===== config.mk =====
export PLATFORM = sky130hd
export DESIGN_NAME = axi4_lite_req_arbiter
export DESIGN_NICKNAME = d
export VERILOG_FILES = /design/src/rtl/axi4_lite_req_arbiter_pkg.sv /design/src/rtl/axi4_lite_req_arbiter_rr_arbiter2.sv /design/src/rtl/axi4_lite_req_arbiter.sv
export SDC_FILE = /design/constraint.sdc
export NUM_CORES = 1
export LEC_CHECK = 0
export CAP_MARGIN = 20
export CORE_AREA = 4 4 124 126
export DETAILED_ROUTE_END_ITERATION = 8
export DIE_AREA = 0 0 128 130
export DONT_BUFFER_PORTS = 1
export SLEW_MARGIN = 5
export SYNTH_ARGS = -nofsm -noshare
export SYNTH_HDL_FRONTEND = slang
export SYNTH_SLANG_ARGS = --single-unit

===== constraint.sdc =====
create_clock -name iCLK -period 3.2 [get_ports iCLK]
set_clock_uncertainty 0.15 [all_clocks]
set_input_delay 0.64 -clock iCLK [delete_from_list [all_inputs] [get_ports iCLK]]
set_output_delay 0.64 -clock iCLK [all_outputs]
set_load 0.005 [all_outputs]

===== src/rtl/axi4_lite_req_arbiter_pkg.sv =====
// Shared AXI4-Lite arbiter definitions: FSM states, response codes and requester count.
package axi4_lite_req_arbiter_pkg;

  localparam int unsigned NUM_REQ = 2;

  localparam logic [1:0] RESP_OKAY   = 2'b00;
  localparam logic [1:0] RESP_SLVERR = 2'b10;

  typedef enum logic [1:0] {
    ST_IDLE,
    ST_ISSUE,
    ST_WAIT,
    ST_RESP
  } arb_state_e;

  function automatic logic [NUM_REQ-1:0] owner_onehot(input logic idx);
    return idx ? 2'b10 : 2'b01;
  endfunction

endpackage


===== src/rtl/axi4_lite_req_arbiter_rr_arbiter2.sv =====
// Two-way round-robin selector: the requester that did not own the bus last wins a tie.
module rr_arbiter2
  import axi4_lite_req_arbiter_pkg::*;
(
  input  logic [NUM_REQ-1:0] req,
  input  logic               last,
  output logic               any,
  output logic               winner
);

  always_comb begin
    any    = |req;
    winner = 1'b0;
    if (req == 2'b11) begin
      winner = ~last;
    end else begin
      winner = req[1];
    end
  end

endmodule


===== src/rtl/axi4_lite_req_arbiter.sv =====
// Arbitrates two AXI4-Lite style requesters onto a single master port, one transaction at a time,
// with direction-qualified completion and a WAIT-state timeout that answers SLVERR.
module axi4_lite_req_arbiter
  import axi4_lite_req_arbiter_pkg::*;
#(
  parameter int unsigned ADDR_WIDTH = 32,
  parameter int unsigned DATA_WIDTH = 32,
  parameter int unsigned TIMEOUT    = 255
) (
  input  logic                           iCLK,
  input  logic                           iRST,
  input  logic [1:0]                     req_VALID,
  input  logic [1:0]                     req_WE,
  input  logic [2*ADDR_WIDTH-1:0]        req_ADDR,
  input  logic [2*DATA_WIDTH-1:0]        req_WDATA,
  input  logic [2*(DATA_WIDTH/8)-1:0]    req_WSTRB,
  output logic [1:0]                     req_GNT,
  output logic [1:0]                     req_DONE,
  output logic [DATA_WIDTH-1:0]          req_RDATA,
  output logic [1:0]                     req_RESP,
  output logic                           write_req,
  output logic                           read_req,
  output logic [ADDR_WIDTH-1:0]          write_addr,
  output logic [DATA_WIDTH-1:0]          write_data,
  output logic [DATA_WIDTH/8-1:0]        write_strb,
  output logic [ADDR_WIDTH-1:0]          read_addr,
  input  logic                           m_WDONE,
  input  logic [1:0]                     m_BRESP,
  input  logic                           m_RDONE,
  input  logic [1:0]                     m_RRESP,
  input  logic [DATA_WIDTH-1:0]          m_RDATA
);

  localparam int unsigned STRB_W = DATA_WIDTH / 8;
  localparam int unsigned CNT_W  = $clog2(TIMEOUT + 1);

  arb_state_e state_q, state_d;

  logic                  last_q;
  logic                  owner_q;
  logic                  txn_we_q;
  logic [ADDR_WIDTH-1:0] txn_addr_q;
  logic [DATA_WIDTH-1:0] txn_wdata_q;
  logic [STRB_W-1:0]     txn_wstrb_q;
  logic [CNT_W-1:0]      cnt_q;
  logic                  early_q;
  logic [1:0]            resp_q;
  logic [DATA_WIDTH-1:0] rdata_q;

  logic                  arb_any;
  logic                  arb_winner;
  logic                  completion;
  logic [CNT_W-1:0]      cnt_inc;
  logic                  timeout_hit;

  rr_arbiter2 u_rr (
    .req    (req_VALID),
    .last   (last_q),
    .any    (arb_any),
    .winner (arb_winner)
  );

  // Only the done strobe matching the latched direction can finish a transaction.
  assign completion  = txn_we_q ? m_WDONE : m_RDONE;
  assign cnt_inc     = cnt_q + 1'b1;
  assign timeout_hit = (cnt_inc == CNT_W'(TIMEOUT));

  always_ff @(posedge iCLK or negedge iRST) begin
    if (!iRST) begin
      state_q <= ST_IDLE;
    end else begin
      state_q <= state_d;
    end
  end

  always_comb begin
    state_d = state_q;
    unique case (state_q)
      ST_IDLE:  if (arb_any) state_d = ST_ISSUE;
      ST_ISSUE: state_d = ST_WAIT;
      ST_WAIT:  if (early_q || completion || timeout_hit) state_d = ST_RESP;
      ST_RESP:  state_d = ST_IDLE;
      default:  state_d = ST_IDLE;
    endcase
  end

  always_ff @(posedge iCLK or negedge iRST) begin
    if (!iRST) begin
      last_q      <= 1'b1;
      owner_q     <= 1'b0;
      txn_we_q    <= 1'b0;
      txn_addr_q  <= '0;
      txn_wdata_q <= '0;
      txn_wstrb_q <= '0;
      cnt_q       <= '0;
      early_q     <= 1'b0;
      resp_q      <= '0;
      rdata_q     <= '0;
    end else begin
      unique case (state_q)
        ST_IDLE: begin
          if (arb_any) begin
            last_q      <= arb_winner;
            owner_q     <= arb_winner;
            early_q     <= 1'b0;
            txn_we_q    <= arb_winner ? req_WE[1] : req_WE[0];
            txn_addr_q  <= arb_winner ? req_ADDR[2*ADDR_WIDTH-1:ADDR_WIDTH]
                                      : req_ADDR[ADDR_WIDTH-1:0];
            txn_wdata_q <= arb_winner ? req_WDATA[2*DATA_WIDTH-1:DATA_WIDTH]
                                      : req_WDATA[DATA_WIDTH-1:0];
            txn_wstrb_q <= arb_winner ? req_WSTRB[2*STRB_W-1:STRB_W]
                                      : req_WSTRB[STRB_W-1:0];
          end
        end
        ST_ISSUE: begin
          cnt_q <= '0;
          // A master that answers in the issue cycle is remembered so WAIT exits at once.
          if (completion) begin
            early_q <= 1'b1;
            resp_q  <= txn_we_q ? m_BRESP : m_RRESP;
            rdata_q <= txn_we_q ? '0 : m_RDATA;
          end
        end
        ST_WAIT: begin
          if (!early_q) begin
            if (completion) begin
              resp_q  <= txn_we_q ? m_BRESP : m_RRESP;
              rdata_q <= txn_we_q ? '0 : m_RDATA;
            end else begin
              cnt_q <= cnt_inc;
              if (timeout_hit) begin
                resp_q  <= RESP_SLVERR;
                rdata_q <= '0;
              end
            end
          end
        end
        default: ;
      endcase
    end
  end

  always_comb begin
    req_GNT   = (state_q != ST_IDLE) ? owner_onehot(owner_q) : '0;
    req_DONE  = (state_q == ST_RESP) ? owner_onehot(owner_q) : '0;
    write_req = (state_q == ST_ISSUE) &&  txn_we_q;
    read_req  = (state_q == ST_ISSUE) && !txn_we_q;
  end

  assign write_addr = txn_addr_q;
  assign read_addr  = txn_addr_q;
  assign write_data = txn_wdata_q;
  assign write_strb = txn_wstrb_q;
  assign req_RDATA  = rdata_q;
  assign req_RESP   = resp_q;

endmodule


==> summary.txt, run 1 <==
outcome = finished with violations
failing checks = negative hold slack
sequential group share of total power = 0.433
Crit path arrival time = 2.85 ns
DR top layer = met4
Commonest cells post-synth = dfrtp_1 (115), nand2_1 (109), mux2i_1 (102), o21ai_0 (80), inv_1 (38)
CTS H-tree lvls = 4
Avg WL per Cell = 18.7 um
DR WL met2 = 7080 um
vias in the first global route = 3789
met1 wire length = 5110 um
drt pass-1 iters = 4
max-slew violations = 0
post-route ant nets = 0
Initial Util = 0.399
Synth-to-Final Area Change = 9.52%
Die Area = 16600 um^2
R2R Setup Slk = 0.46 ns
number of distinct library cells after synthesis = 40
cell-internal power = 0.00421 W
Critical Path Fanout Max = 33
GRT overflow = 0
reg2reg path depth = 7
tightest hold margin = -0.232 ns
Die Ht = 130 um
Top FF cell, synth = dfrtp_1
Lkg Pwr = 3.06 nW
# IOs = 320
FF-to-FF Start = cnt_q[0]
# placed instances = 691
core area = 14300 um^2
# resized after CTS = 0
Clock Power Share = 0.307
Placer Congestion = 0.782
Critical Path Source Type = flip-flop
most common cell in the synthesized netlist = dfrtp_1
Seq/Total Area, Yosys = 0.508
Achievable Freq = 0.365 GHz
worst hold path type = in2async
WL met3 = 1150 um
Switching Fraction = 0.359
setup bufs post-CTS = 0
drt drc = 0
Gate Count Post-Synth = 566
Setup violations, final = 0
total wire length = 13600 um
Psw = 0.00236 W
crit end category = flip-flop
Vias = 3698
fin nets = 713
row count = 44
max_cap viols = 0
Syn Nets = 752
Clock Tree Buf Depth = 2
ANT cells = 0
share of Yosys cell area claimed by the top area cell type = 0.504
initial antenna violation count = 0
Yosys reg bits = 116
unrepaired setup endpoints after global routing = false
worst rel slew slack = 0.612
Comb pwr share = 0.261
first-pass GRT wire length = 19800 um
EDFF count, synth = 0
worst-skew pair later-pin latency = 0.41 ns
Post-DP HPWL = 10200 um
Final Critical Period = 2.74 ns
Non-Filler Instances = 724
CTS buffer count = 17
Synth Area per Inst = 10.1 um^2
TritonCTS sink count = 116
actual slew at the worst max-slew pin = 0.582 ns
chip width = 128 um
largest cells by area after synthesis = dfrtp_1 (50%), mux2i_1 (18%), nand2_1 (7.2%), o21ai_0 (7.0%), buf_4 (4.2%)
Cell Area, Synth = 5710 um^2
total negative setup slack = 0 ns
pwr/cell area = 1050 nW/um^2
r2r endpoint = req_RDATA[20]
Setup CP Type = reg2reg
Tot GR Track Use = 0.156
vias per cell = 5.11
CTS clk-pin slew, worst paths = 0.06 ns
Iteration-0 DRC Markers = 143
ys async rst share = 1.00
required time at the worst-slack endpoint = 3.31 ns
crit share post-route = 0.855
TritonCTS clock tree = done
Yosys top cell by area = dfrtp_1
port bufs = 0
largest net degree at the start of global routing = 117
Clock Tree Root = clkbuf_16
Hold Fails Final Rpt = 116
peak supply drop = 382 uV
Synth warnings = 0
layout cells sized above 1 = 0.0926
-- metrics by stage --
step	worst slack [ns]	instance area [um^2]	hold slack [ns]	utilization	total power [W]
final	0.463	6260	-0.232	0.437	0.00657
after global routing	0.356	6260	-0.257	0.437	0.00705
after CTS	0.477	6230	-0.259	0.435	0.00667
after detailed placement	0.488	5600	0.197	0.391	0.00461
after global placement	0.567	5600	0.198	0.391	0.00448
after floorplan	0.751	5710	0.194	-	0.00439
-- final cells by class --
class,instances,area (um^2)
fillers,1389,8060
clock buffers,20,457
inverters,38,143
multi-input cells,347,2270
well taps,184,230
repair buffers,7,72.6
flip-flops and latches,116,2900
clock inverters,12,178
-- state kept, by name, indices dropped and copies added (netlist names) --
signal,flops
cnt_q,8
early_q,1
last_q,1
owner_q,1
read_addr,32
req_RDATA,32
req_RESP,2
state_q,2
txn_we_q,1
write_data,32
write_strb,4
-- layer usage --
metal,vias up,global-route usage
met4,0,0.0668
met2,198,0.270
met5,-,0
li1,1787,-
met3,18,0.0528
met1,1695,0.176
-- worst max-delay path by stage --
stage | startpoint | endpoint | slack, ns | cells after the start
after floorplan | cnt_q[0] | req_RESP[0] | 0.75 | 7
after global placement | cnt_q[0] | req_RDATA[2] | 0.57 | 7
after detailed placement | cnt_q[0] | req_RDATA[20] | 0.49 | 7
after CTS | cnt_q[0] | req_RDATA[20] | 0.48 | 7
after global routing | cnt_q[0] | req_RDATA[20] | 0.36 | 7
final | cnt_q[0] | req_RDATA[20] | 0.46 | 7
-- logic make-up after synthesis --
logic type	after synthesis	share of synthesized area
AOI/OAI and AO/OA	100	0.0952
xor gates and xnor gates	3	0.00460
adders and majority gates	6	0.0131
buffers and inverters	103	0.0985
DFF	116	0.508
muxes	105	0.185
and+or+nand+nor	133	0.0950
-- cell usage in the layout, fill, tap and decap left out, types with 6 or more instances in the layout --
cell | synthesis | layout
inv_1 | 38 | 38
nand2_1 | 109 | 109
mux2i_1 | 102 | 102
clkbuf_16 | 0 | 17
buf_4 | 32 | 6
ha_1 | 6 | 6
dfrtp_1 | 115 | 115
a21oi_1 | 7 | 6
o21ai_0 | 80 | 79
nor2_1 | 6 | 6
-- power groups by stage --
stage	Sequential, W	Clock [W]	Combinational, W
after CTS	0.00287	0.00208	0.00172
after floorplan	0.00259	0	0.00179
after global placement	0.00287	0	0.00161
final	0.00284	0.00201	0.00171
after global routing	0.00294	0.00213	0.00198
after detailed placement	0.00289	0	0.00172
-- worst max-delay path: stages, from the launching register on --
cell	delay (ns)
dfrtp_1	0.41
ha_1	0.26
nand3_2	0.10
or3_1	0.37
a2111o_1	0.45
o31a_2	0.32
buf_4	0.31
mux2i_1	0.19
Note: power is estimated with default switching activity, not from simulation.
==> run 2: changes to the inputs <==
ABC_AREA = 1   (was unset)
CORE_AREA = 4 4 121 123   (was 4 4 124 126)
DIE_AREA = 0 0 125 127   (was 0 0 128 130)
==> run 2 against run 1 <==
  * The run still ends with negative hold slack left
  * Worst hold slack better by 0.012 ns
  * Sequential share of layout area down 2.7 points
  * Critical path depth up 3
  * Die area down 4.6%
  * Count of clock-buffer cells in the layout up 4
  * Final area up 6.1%
  * First-iteration DRC count up 130%
  * Fmax up 19%
  * Clock power up 3%
  * Final cell count up 23%
  * Register-to-register slack better by 0.44 ns
  * Combinational power up 39%
  * Critical path type unchanged
  * Critical endpoint is now req_RDATA[0]
  * Largest cell class unchanged
==> summary.txt, run 2 <==
chip width = 125 um (-2.3%)
Die Area = 15900 um^2 (-4.6%)
drt pass-1 iters = 7 (+3)
largest cells by area after synthesis = dfrtp_1 (47%), nand2_1 (11%), a31oi_1 (6.9%), nor2_1 (6.7%), nand2_4 (5.6%)
FF-to-FF Start = state_q[0]
max_cap viols = 0 (unchanged)
worst setup path startpoint = state_q[0]
Commonest cells post-synth = nand2_1 (184), dfrtp_1 (115), nor2_1 (110), a31oi_1 (68), inv_1 (52)
commonest non-fill, non-tap cell in the layout = nand2_1
Top FF cell, synth = dfrtp_1
Critical Path Fanout Max = 35 (+6.1%)
vias per cell = 5.37 (+5.2%)
Yosys top cell by area = dfrtp_1
worst hold path type = in2async
ANT cells = 0 (unchanged)
Critical Path Source Type = flip-flop
TritonCTS sink count = 116 (unchanged)
required time at the worst-slack endpoint = 3.34 ns (+0.03 ns)
failing checks = negative hold slack
vias in the first global route = 4721 (+25%)
max-slew violations = 0 (unchanged)
setup bufs post-CTS = 0 (unchanged)
Gate Count Post-Synth = 751 (+33%)
Synth warnings = 0 (unchanged)
post-route ant nets = 0 (unchanged)
Clock Tree Root = clkbuf_16
EDFF count, synth = 0 (unchanged)
# IOs = 320 (unchanged)
Initial Util = 0.453 (+0.0534)
Post-DP HPWL = 11700 um (+15%)
Iteration-0 DRC Markers = 328 (+130%)
actual slew at the worst max-slew pin = 0.708 ns (+0.126 ns)
share of Yosys cell area claimed by the top area cell type = 0.465 (-0.0383)
GRT overflow = 0 (unchanged)
Placer Congestion = 0.831 (+6.2%)
Achievable Freq = 0.435 GHz (+19%)
R2R Setup Slk = 0.90 ns (+0.44 ns)
Synth Area per Inst = 8.24 um^2 (-18%)
outcome = finished with violations
r2r endpoint = req_RDATA[0]
tightest hold margin = -0.220 ns (+0.0124 ns)
reg2reg path depth = 10 (+3)
crit end category = flip-flop
most common cell in the synthesized netlist = nand2_1
crit share post-route = 0.718 (-0.138)
TritonCTS clock tree = done
unrepaired setup endpoints after global routing = false
Lkg Pwr = 3.16 nW (+3.4%)
fin nets = 887 (+24%)
worst rel slew slack = 0.528 (-0.0842)
Tot GR Track Use = 0.205 (+0.0485)
Crit path arrival time = 2.44 ns (-0.41 ns)
most frequent cells in the layout = nand2_1 (183), dfrtp_1 (115), nor2_1 (110)
Avg WL per Cell = 18.4 um (-1.5%)
Die Ht = 127 um (-2.3%)
layout cells sized above 1 = 0.161 (+0.0685)
largest net degree at the start of global routing = 141 (+21%)
number of distinct library cells after synthesis = 27 (-33%)
CTS H-tree lvls = 4 (unchanged)
Syn Nets = 937 (+25%)
Setup CP Type = reg2reg
end point of the critical path = req_RDATA[0]
Seq/Total Area, Yosys = 0.470 (-0.0387)
drt drc = 0 (unchanged)
core area = 13700 um^2 (-4.5%)
Yosys reg bits = 116 (unchanged)
pwr/cell area = 1110 nW/um^2 (+5.7%)
ys async rst share = 1.00 (unchanged)
total chip power = 0.00737 W (+12%)
CTS clk-pin slew, worst paths = 0.05 ns (about the same)
Setup violations, final = 0 (unchanged)
Vias = 4804 (+30%)
Hold Fails Final Rpt = 116 (unchanged)
peak supply drop = 490 uV (+28%)
worst-skew pair later-pin latency = 0.41 ns (about the same)
port bufs = 0 (unchanged)
initial antenna violation count = 0 (unchanged)
total wire length = 16500 um (+22%)
Synth-to-Final Area Change = 7.36%
Cell Area, Synth = 6180 um^2 (+8.2%)
CTS buffer count = 17 (unchanged)
first-pass GRT wire length = 26000 um (+31%)
row count = 43 (-2.3%)
# resized after CTS = 0 (unchanged)
Clock Tree Buf Depth = 2 (unchanged)
Final Critical Period = 2.30 ns (-0.441 ns)
total negative setup slack = 0 ns (unchanged)
-- run 2: cell count changes after synthesis, sizes merged, moves of 12 or more --
| cell | change |
|---|---|
| nand2 | +142 |
| nor2 | +108 |
| mux2i | -102 |
| o21ai | -69 |
| a31oi | +66 |
| nand3 | +38 |
| inv | +20 |
| buf | +12 |
-- run 2: worst min path at each step --
| stage | start | to | depth (start not counted) |
|---|---|---|---|
| 2_1_floorplan | iRST | cnt_q[0] | 0 |
| 3_3_place_gp | iRST | req_RDATA[8] | 0 |
| 3_5_place_dp | iRST | req_RDATA[8] | 0 |
| 4_1_cts | iRST | req_RDATA[9] | 0 |
| 5_1_grt | iRST | req_RDATA[8] | 0 |
| 6_report | iRST | req_RDATA[8] | 0 |
-- run 2: final cells by class --
type	count	area [um^2]
Clock buffer	24	502
Clock inverter	8	145
Fill cell	1319	7030
Inverter	58	220
Multi-Input combinational cell	504	2600
Sequential cell	116	2900
Tap cell	180	225
Timing Repair Buffer	4	42.5
-- run 2: cells by family (layout without fill, tap and decap cells) --
kind of cell    count (synthesis)  after routing  synth area share
fa+ha+maj                       6              6            0.0121
buf+inv                       131             94             0.112
flops                         116            116             0.470
compound gates                 88             88            0.0860
xor+xnor                        1              1           0.00142
simple gates                  409            409             0.319
-- run 2: power by group --
group	internal, W	total, W	switching (W)
sequential	0.00213	0.00291	0.000786
combinational	0.000824	0.00238	0.00156
clock	0.00140	0.00207	0.000662
total	0.00436	0.00737	0.00301
-- run 2: per-stage QoR --
| stage | instance area [um^2] | util | worst slack, ns | cells |
|---|---|---|---|---|
| 5_1_grt | 6640 | 0.486 | 0.658 | 894 |
| 6_report | 6640 | 0.486 | 0.903 | 894 |
| 3_3_place_gp | 5990 | 0.439 | 0.981 | 862 |
| 2_1_floorplan | 6180 | - | 1.39 | 751 |
| 3_5_place_dp | 5990 | 0.439 | 0.889 | 862 |
| 4_1_cts | 6640 | 0.486 | 0.884 | 894 |
-- run 2: worst max-delay path: stages, from the launching register on --
cell     delay (ns)
dfrtp_1        0.39
inv_1          0.08
ha_1           0.19
inv_1          0.16
nand2_1        0.09
o21ai_0        0.08
nand2_1        0.11
inv_4          0.30
nand2_8        0.38
nand2_1        0.17
nand2_1        0.06
-- run 2: metal layers --
layer,wire length (um),up-vias,GRT usage
met5,0,-,0
met4,406,0,0.0816
li1,-,2265,-
met1,6700,2273,0.258
met2,7860,239,0.318
met3,1510,27,0.0811
==> run 3: changes to the inputs <==
clock period = 2.3 ns   (was 3.2 ns; I/O delays follow)
==> run 3 against run 2 <==
  * Final area grew 1.3%
  * Largest power group unchanged
  * Final cell count grew 0.78%
  * Fmax grew 11%
  * Combinational power grew 48%
  * Critical endpoint is now req_RDATA[9]
  * Via count shrank 0.56%
  * Count of clock-buffer cells in the layout shrank 1
  * The run still ends with negative hold slack left
  * Clock power grew 35%
  * Register-to-register slack lost 0.67 ns
  * Worst setup slack lost 0.67 ns
==> summary.txt, run 3 (synthesis results as in run 2) <==
outcome = finished with violations
failing checks = negative hold slack
Placer Congestion = 0.844 (+1.6%)
most frequent cells in the layout = nand2_1 (183), dfrtp_1 (115), nor2_1 (110)
TritonCTS clock tree = done
Post-DP HPWL = 12000 um (+2.4%)
peak supply drop = 630 uV (+29%)
drt pass-1 iters = 4 (-3)
drt drc = 0 (unchanged)
WP buf/inv = 0 (-3)
worst-skew pair later-pin latency = 0.41 ns (about the same)
ANT cells = 0 (unchanged)
Setup CP Type = reg2reg
# IOs = 320 (unchanged)
reg2reg path depth = 10 (unchanged)
CTS H-tree lvls = 4 (unchanged)
Non-Filler Instances = 901 (+0.78%)
first-pass GRT wire length = 25500 um (-1.8%)
CP delay by family, top = simple AND/OR/NAND/NOR gates
GRT overflow = 0 (unchanged)
FF-to-FF Start = cnt_q[1]
largest net degree at the start of global routing = 117 (-17%)
R2R Setup Slk = 0.23 ns (-0.67 ns)
chip width = 125 um (unchanged)
slowest stage cell on the critical path = dfrtp_1
unrepaired setup endpoints after global routing = false
Critical Path Source Type = flip-flop
total wire length = 16300 um (-1.2%)
layout cells sized above 1 = 0.168 (+0.00676)
fin nets = 894 (+0.79%)
worst hold path type = in2async
max-slew violations = 0 (unchanged)
end point of the critical path = req_RDATA[9]
Critical Path Fanout Max = 22 (-37%)
row count = 43 (unchanged)
Lkg Pwr = 3.20 nW (+1.3%)
FILL cells = 1311 (-0.61%)
commonest non-fill, non-tap cell in the layout = nand2_1
initial antenna violation count = 0 (unchanged)
Crit path depth = 10 (unchanged)
Die Area = 15900 um^2 (unchanged)
max incr delay on CP = 0.42 ns (+0.03 ns)
CTS clk-pin slew, worst paths = 0.06 ns (about the same)
vias per cell = 5.30 (-1.3%)
Crit path arrival time = 2.22 ns (-0.22 ns)
crit share post-route = 0.898 (+0.180)
worst rel slew slack = 0.723 (+0.195)
actual slew at the worst max-slew pin = 0.415 ns (-0.293 ns)
# placed instances = 868 (+0.70%)
core area = 13700 um^2 (unchanged)
Setup violations, final = 0 (unchanged)
Hold Fails Final Rpt = 116 (unchanged)
Tot GR Track Use = 0.203 (-0.00156)
Initial Util = 0.453 (unchanged)
crit end category = flip-flop
required time at the worst-slack endpoint = 2.45 ns (-0.89 ns)
TritonCTS sink count = 116 (unchanged)
max_cap viols = 0 (unchanged)
Die Ht = 127 um (unchanged)
tightest hold margin = -0.407 ns (-0.187 ns)
Avg WL per Cell = 18.1 um (-2.0%)
r2r endpoint = req_RDATA[9]
port bufs = 0 (unchanged)
vias in the first global route = 4737 (+0.34%)
Clock Tree Root = clkbuf_16
CTS buffer count = 17 (unchanged)
total negative setup slack = 0 ns (unchanged)
pwr/cell area = 1540 nW/um^2 (+39%)
Final Critical Period = 2.07 ns (-0.231 ns)
worst-path cell chain = ha_1 > nand3_1 > o21ai_1 > nand2_2 > nor2_4 > nand2_4 > nand2_8 > nand2_8 > nand2_4 > nand2_2
Clock Tree Buf Depth = 2 (unchanged)
Vias = 4777 (-0.56%)
post-route ant nets = 0 (unchanged)
setup bufs post-CTS = 0 (unchanged)
Iteration-0 DRC Markers = 267 (-19%)
Synth-to-Final Area Change = 8.78%
Achievable Freq = 0.484 GHz (+11%)
worst setup path startpoint = cnt_q[1]
-- run 3: changes by cell type in the layout (fill, tap and decap cells not counted), sizes merged --
| cell | previous run | this run |
|---|---|---|
| nand2 | 251 | 252 |
| clkinv | 2 | 3 |
| clkbuf | 24 | 23 |
| buf | 4 | 10 |
-- run 3: report_power, final --
group          internal (W)  switching [W]  total [W]
combinational       0.00128        0.00224    0.00352
sequential          0.00296        0.00110    0.00407
clock               0.00189       0.000905    0.00280
-- run 3: final cells by class --
cell class,count,area [um^2],share of cell area
clock buffer,23,478,0.0710
clock inverter,9,150,0.0223
inverter,58,220,0.0327
multi-input combinational,505,2620,0.390
sequential,116,2900,0.432
tap,180,225,0.0335
timing repair buffer,10,129,0.0192
-- run 3: routing by layer --
layer | GRT usage | up-vias | part of all wire
li1 | - | 2278 | -
met3 | 0.0836 | 23 | 0.091
met1 | 0.246 | 2242 | 0.40
met5 | 0 | - | 0
met2 | 0.332 | 234 | 0.49
met4 | 0.0657 | 0 | 0.018
-- run 3: metrics by stage --
stage          setup slack (ns)  power [W]   util  instance area [um^2]
2_1_floorplan             0.490    0.00714      -                  6180
3_3_place_gp              0.158    0.00745  0.445                  6080
3_5_place_dp             0.0680    0.00760  0.445                  6080
4_1_cts                  0.0536     0.0104  0.491                  6700
5_1_grt                  0.0537     0.0111  0.492                  6730
6_report                  0.235     0.0104  0.492                  6730
-- run 3: repair_timing --
action                     in CTS  in global routing
setup endpoints to repair       0                 34
resized for setup               0                  2
hold endpoints to repair      116                116
-- run 3: worst min-delay path by stage --
| stage | startpoint | depth (start not counted) | end | slack [ns] |
|---|---|---|---|---|
| detailed placement | iRST | 0 | req_RDATA[2] | 0.02 |
| floorplan | iRST | 0 | cnt_q[0] | 0.01 |
| CTS | iRST | 0 | req_RDATA[2] | -0.43 |
| finish | iRST | 0 | req_RDATA[2] | -0.41 |
| global placement | iRST | 0 | state_q[0] | 0.02 |
| global route | iRST | 0 | req_RDATA[8] | -0.44 |
